**config.mk**
```make
export PLATFORM = sky130hd
export DESIGN_NAME = pmem_arbiter
export DESIGN_NICKNAME = d
export VERILOG_FILES = /design/src/rtl/pmem_pkg.sv /design/src/rtl/line_burst_adapter.sv /design/src/rtl/pmem_arbiter.sv
export SDC_FILE = /design/constraint.sdc
export NUM_CORES = 2
export LEC_CHECK = 0
export CELL_PAD_IN_SITES_DETAIL_PLACEMENT = 0
export CELL_PAD_IN_SITES_GLOBAL_PLACEMENT = 1
export CORE_ASPECT_RATIO = 0.5
export CORE_MARGIN = 3
export CORE_UTILIZATION = 30
export DETAILED_ROUTE_END_ITERATION = 6
export PLACE_DENSITY_LB_ADDON = 0.1
export SETUP_SLACK_MARGIN = 0.05
export SLEW_MARGIN = 20
export SYNTH_ARGS = -nofsm -noshare
export SYNTH_HDL_FRONTEND = slang
export SYNTH_SLANG_ARGS = --single-unit
```
**constraint.sdc**
```tcl
create_clock -name clk -period 2.62 [get_ports clk]
set_clock_uncertainty 0.15 [all_clocks]
set_input_delay 0.786 -clock clk [delete_from_list [all_inputs] [get_ports clk]]
set_output_delay 0.786 -clock clk [all_outputs]
set_load 0.01 [all_outputs]
```
**src/rtl/pmem_pkg.sv**
```systemverilog
// Shared constants and types for the physical-memory arbiter and its burst adapter.
package pmem_pkg;

    localparam int unsigned LINE_W = 256;
    localparam int unsigned BEAT_W = 64;
    localparam int unsigned BEATS  = LINE_W / BEAT_W;
    localparam int unsigned OFFS_W = 5;
    localparam int unsigned CNT_W  = $clog2(BEATS);

    localparam logic [31:0] ADDR_MASK = ~((32'd1 << OFFS_W) - 32'd1);

    typedef enum logic [2:0] {
        StIdle,
        StRdA,
        StRdB,
        StWrB,
        StDone
    } arb_state_t;

    typedef enum logic {
        PORT_A,
        PORT_B
    } port_id_t;

endpackage

```
**src/rtl/line_burst_adapter.sv**
```systemverilog
// Splits a cacheline into BEATS memory beats: beat counter, read-line assembly and
// write-beat mux. The arbiter FSM drives start/active and consumes last_beat.
module line_burst_adapter
    import pmem_pkg::*;
(
    input  logic              clk,
    input  logic              rst,
    input  logic              start,
    input  logic              active,
    input  logic              mem_resp,
    input  logic [LINE_W-1:0] wdata,
    input  logic [BEAT_W-1:0] burst_i,
    output logic              last_beat,
    output logic [LINE_W-1:0] line,
    output logic [BEAT_W-1:0] burst_o
);

    logic [CNT_W-1:0]  cnt_q;
    logic [LINE_W-1:0] line_q;
    logic [LINE_W-1:0] wdata_q;
    logic              beat;

    assign beat      = active && mem_resp;
    assign last_beat = beat && (cnt_q == CNT_W'(BEATS - 1));
    assign burst_o   = wdata_q[cnt_q*BEAT_W +: BEAT_W];

    // Line with the beat currently on the bus merged in, so the arbiter can
    // capture the complete line on the same edge that accepts the last beat.
    always_comb begin
        line = line_q;
        line[cnt_q*BEAT_W +: BEAT_W] = burst_i;
    end

    always_ff @(posedge clk) begin
        if (rst) begin
            cnt_q   <= '0;
            line_q  <= '0;
            wdata_q <= '0;
        end else if (start) begin
            cnt_q   <= '0;
            line_q  <= '0;
            wdata_q <= wdata;
        end else if (beat) begin
            cnt_q  <= cnt_q + 1'b1;
            line_q <= line;
        end
    end

endmodule

```
**src/rtl/pmem_arbiter.sv**
```systemverilog
// Round-robin arbiter of icache (A) and dcache (B) line requests onto one burst
// memory port; returns the assembled line with a one-cycle resp pulse.
module pmem_arbiter
    import pmem_pkg::*;
(
    input  logic              clk,
    input  logic              rst,
    input  logic              pmem_read_a,
    input  logic [31:0]       pmem_addr_a,
    output logic [LINE_W-1:0] pmem_rdata_a,
    output logic              pmem_resp_a,
    input  logic              pmem_read_b,
    input  logic              pmem_write_b,
    input  logic [31:0]       pmem_addr_b,
    input  logic [LINE_W-1:0] pmem_wdata_b,
    output logic [LINE_W-1:0] pmem_rdata_b,
    output logic              pmem_resp_b,
    output logic              mem_read,
    output logic              mem_write,
    output logic [31:0]       mem_address,
    output logic [BEAT_W-1:0] burst_o,
    input  logic [BEAT_W-1:0] burst_i,
    input  logic              mem_resp
);

    arb_state_t        state_q, state_d;
    port_id_t          last_grant_q, last_grant_d;
    logic              mem_read_q, mem_read_d;
    logic              mem_write_q, mem_write_d;
    logic              resp_a_q, resp_a_d;
    logic              resp_b_q, resp_b_d;
    logic [31:0]       addr_q, sel_addr;
    logic [LINE_W-1:0] rdata_a_q, rdata_b_q, line;
    logic              start, grant_b, in_burst, last_beat;

    assign in_burst = (state_q == StRdA) || (state_q == StRdB) || (state_q == StWrB);
    assign sel_addr = grant_b ? pmem_addr_b : pmem_addr_a;

    always_comb begin
        state_d      = state_q;
        last_grant_d = last_grant_q;
        mem_read_d   = mem_read_q;
        mem_write_d  = mem_write_q;
        resp_a_d     = 1'b0;
        resp_b_d     = 1'b0;
        start        = 1'b0;
        grant_b      = 1'b0;
        unique case (state_q)
            StIdle: begin
                if (pmem_read_a && (pmem_read_b || pmem_write_b)) begin
                    start   = 1'b1;
                    grant_b = (last_grant_q == PORT_A);
                end else if (pmem_read_a) begin
                    start = 1'b1;
                end else if (pmem_read_b || pmem_write_b) begin
                    start   = 1'b1;
                    grant_b = 1'b1;
                end
                if (start) begin
                    last_grant_d = grant_b ? PORT_B : PORT_A;
                    // A simultaneous read+write on B is served as a write.
                    if (grant_b && pmem_write_b) begin
                        state_d     = StWrB;
                        mem_write_d = 1'b1;
                    end else begin
                        state_d    = grant_b ? StRdB : StRdA;
                        mem_read_d = 1'b1;
                    end
                end
            end
            StRdA, StRdB, StWrB: begin
                if (last_beat) begin
                    state_d     = StDone;
                    mem_read_d  = 1'b0;
                    mem_write_d = 1'b0;
                    resp_a_d    = (state_q == StRdA);
                    resp_b_d    = (state_q != StRdA);
                end
            end
            StDone:  state_d = StIdle;
            default: state_d = StIdle;
        endcase
    end

    always_ff @(posedge clk) begin
        if (rst) begin
            state_q      <= StIdle;
            last_grant_q <= PORT_B;
            mem_read_q   <= 1'b0;
            mem_write_q  <= 1'b0;
            resp_a_q     <= 1'b0;
            resp_b_q     <= 1'b0;
            addr_q       <= '0;
            rdata_a_q    <= '0;
            rdata_b_q    <= '0;
        end else begin
            state_q      <= state_d;
            last_grant_q <= last_grant_d;
            mem_read_q   <= mem_read_d;
            mem_write_q  <= mem_write_d;
            resp_a_q     <= resp_a_d;
            resp_b_q     <= resp_b_d;
            if (start) begin
                addr_q <= sel_addr & ADDR_MASK;
            end
            if (last_beat && (state_q == StRdA)) begin
                rdata_a_q <= line;
            end
            if (last_beat && (state_q == StRdB)) begin
                rdata_b_q <= line;
            end
        end
    end

    line_burst_adapter u_adapter (
        .clk       (clk),
        .rst       (rst),
        .start     (start),
        .active    (in_burst),
        .mem_resp  (mem_resp),
        .wdata     (pmem_wdata_b),
        .burst_i   (burst_i),
        .last_beat (last_beat),
        .line      (line),
        .burst_o   (burst_o)
    );

    assign mem_read     = mem_read_q;
    assign mem_write    = mem_write_q;
    assign mem_address  = addr_q;
    assign pmem_resp_a  = resp_a_q;
    assign pmem_resp_b  = resp_b_q;
    assign pmem_rdata_a = rdata_a_q;
    assign pmem_rdata_b = rdata_b_q;

    b_rw_exclusive: assert property (@(posedge clk) disable iff (rst)
        !(pmem_read_b && pmem_write_b));

endmodule

```
==> out/qor.txt <==
All-Layer GR Usage: 23.3%
DR vias: 36441
outcome: finished with violations
layout cell share with drive strength beyond 1: 11.6%
WL/cell: 22.7 um
Worst-path clk slew: 0.06 ns
area fraction of the dominant cell type after synthesis: 50.7%
chip width: 519 um
die span in y: 262 um
dpl hpwl: 116000 um
Post-synth EDFFs: 0
Final Hold Viols: 0
Setup violations, final: 64
Leak: 22.9 nW
first-pass GRT wire length: 243000 um
Worst-Skew Late Latency: 0.69 ns
row count: 93
worst vdd ir: 503 uV
DR vias/cell: 5.02
final WL: 165000 um
area leader, netlist: dfxtp_1
RSZ-0062 raised after global routing: yes
global route total overflow: 0
final instance area: 55800 um2
DRC errors left: 0
core area: 130000 um2
CTS tree: built
DIE AREA: 136000 um2
placed cell area: 52500 um2
post-synthesis sequential area ratio: 50.7%
failing checks: setup timing
CTS H-tree depth: 3
Worst Path Buf+Inv: 3
Avg Cell Area, Syn: 8.66 um2
drt first pass iters: 7
CP arrival: 2.11 ns
Worst setup SP type: flip-flop
CP Cell Sequence: buf_12, buf_16, mux4_2, buf_6
Routed Antenna Nets: 0
crit end category: output pin
fraction of registers with async set/reset: 0%
Critical-path top delay cell: mux4_2
final net count: 5815
Mapped Area: 39400 um2
top post-synthesis cells by area: dfxtp_1 (51%), a211oi_1 (7.3%), nand2_1 (6.1%), nor2_1 (5.4%), a21oi_1 (4.9%)
Ys Warns: 0
Area Growth Syn to Fin: 41.7%
Top FF cell, synth: dfxtp_1
crit-path max FO: 8
Worst-Margin Slew: 0.781 ns
Synth top cells by count: dfxtp_1 (997), nand2_1 (645), nor2_1 (567)
required time of the worst setup path: 1.68 ns
root buffer cell: clkbuf_16
vias in the first global route: 35821
Hold/Removal Path Class: reg2reg
hold_ws: 0.301 ns
Top Ports: 1002
largest net degree at the start of global routing: 122
cts hold-fix bufs: 0
initial antenna violation count: 18
WHS Path Cells: 2
Max Buffers Root-to-Sink: 3
power density over the cells: 635 nW/um2
crit-path leading delay family: multiplexers
PortBufs: 986
Initial Util: 30.4%
Max Slew Vio Count: 0
Mapped Cells: 4550
placer's final routability congestion estimate: 0.833
minimum clock period: 3.04 ns
Setup CP Type: reg2out
Num CTS Buffers: 97
top-count cell post-synth: dfxtp_1
max_slew headroom: 47.9%
Yosys cell types: 41
max-cap violation count: 0
period utilization: 116%
CP Depth: 4
fmax: 0.329 GHz
Worst Reg-to-Reg Cells: 8
Sink Count: 997
Setup WS post-layout: -0.423 ns
Iter 0 DRT Violations: 2085
flops & latches, synth: 997
CP max stage delay: 0.55 ns
## timing repair
item                                    in CTS  in global routing
buffers inserted                             7                  7
resized for setup                          787                 95
endpoints found under the setup margin     506                250
hold endpoints to repair                     0                  0
cloned                                       5                  0
## metrics by stage
step / instances / setup WS (ns) / setup TNS, ns / utilization (%) / power (mW)
floorplan: 4554 / 0.0458 / 0 / - / 18.4
global placement: 7063 / -0.374 / -88.06 / 40.5 / 20.7
detailed placement: 7063 / -0.369 / -101.89 / 40.5 / 20.8
CTS: 7252 / -0.550 / -29.86 / 42.9 / 35.9
global route: 7261 / -0.514 / -29.73 / 43.1 / 36.9
finish: 7266 / -0.423 / -23.69 / 43.1 / 35.5
## final cells by class
cell class              count  area, um2
repair buffers           1258      13000
inverters                   3       11.3
flip-flops and latches    997      20000
diodes                     11       27.5
multi-input cells        3063      17300
clock inverters            28        388
well taps                1757       2200
clock buffers             149       2960
fillers                 12950      73700
## placed cells by master, fill, tap and decap left out, types with 17 or more instances in the layout
cell type and count:
buf_6 63, nor3_1 367, mux4_2 64, nor3_2 21
and2_1 29, nor2_1 567, buf_12 110, clkbuf_8 27
a211oi_1 385, clkbuf_16 100, a22oi_1 192, clkbuf_1 22
nand2_1 645, a21oi_1 388, nor2b_1 195, clkdlybuf4s50_1 424
dlymetal6s2s_1 57, dlygate4sd2_1 439, nand3_1 128, a221o_1 28
buf_4 155, dfxtp_2 17, dfxtp_1 978
## flip-flops by register name, summed over array words and instances, names as in the netlist, 2 cells and up
signal,cells
state_q,3
mem_address,27
u_adapter.cnt_q,2
pmem_rdata_b,256
u_adapter.line_q,192
pmem_rdata_a,256
u_adapter.wdata_q,256
## layer usage
layer	global-route usage, %	wire length (um)	part of all wire [%]
met5	0	69	0.042
met4	6.81	4370	2.7
met3	5.34	8620	5.2
met2	41.3	83700	51
met1	27.9	67900	41
## worst register-to-register path: stages (launching register included)
cell and delay (ns):
dfxtp_4 0.39, buf_4 0.17, inv_1 0.18, ha_1 0.31, and4bb_4 0.30, buf_12 0.17
buf_4 0.18, a211oi_1 0.39, nor3_2 0.08
## logic make-up (layout without fill, tap and decap cells)
kind of cell / count (synthesis) / after routing / share of synthesized area, %
simple gates: 1989 / 1989 / 22.8
compound gates: 999 / 999 / 16.8
flops: 997 / 997 / 50.7
buf+inv: 494 / 1438 / 5.97
mux: 64 / 64 / 3.66
fa+ha+maj: 5 / 5 / 0.159
other cells: 1 / 16 / 0.00952
xor+xnor: 1 / 1 / 0.0222
## where the power goes
part / switching [mW] / internal (mW)
clock: 6.35 / 8.65
sequential: 0.273 / 15.7
combinational: 2.53 / 1.99
total: 9.15 / 26.3
## path summary, 6_finish.rpt
check                      from           endpoint  slack [ns]
min reg2reg   pmem_rdata_b[254]  pmem_rdata_b[254]        0.30
min           pmem_rdata_b[254]  pmem_rdata_b[254]        0.30
max reg2reg  u_adapter.cnt_q[1]  pmem_rdata_a[152]        0.19
max          u_adapter.cnt_q[0]         burst_o[6]       -0.42
No activity file was read; power rests on OpenSTA's default activity.
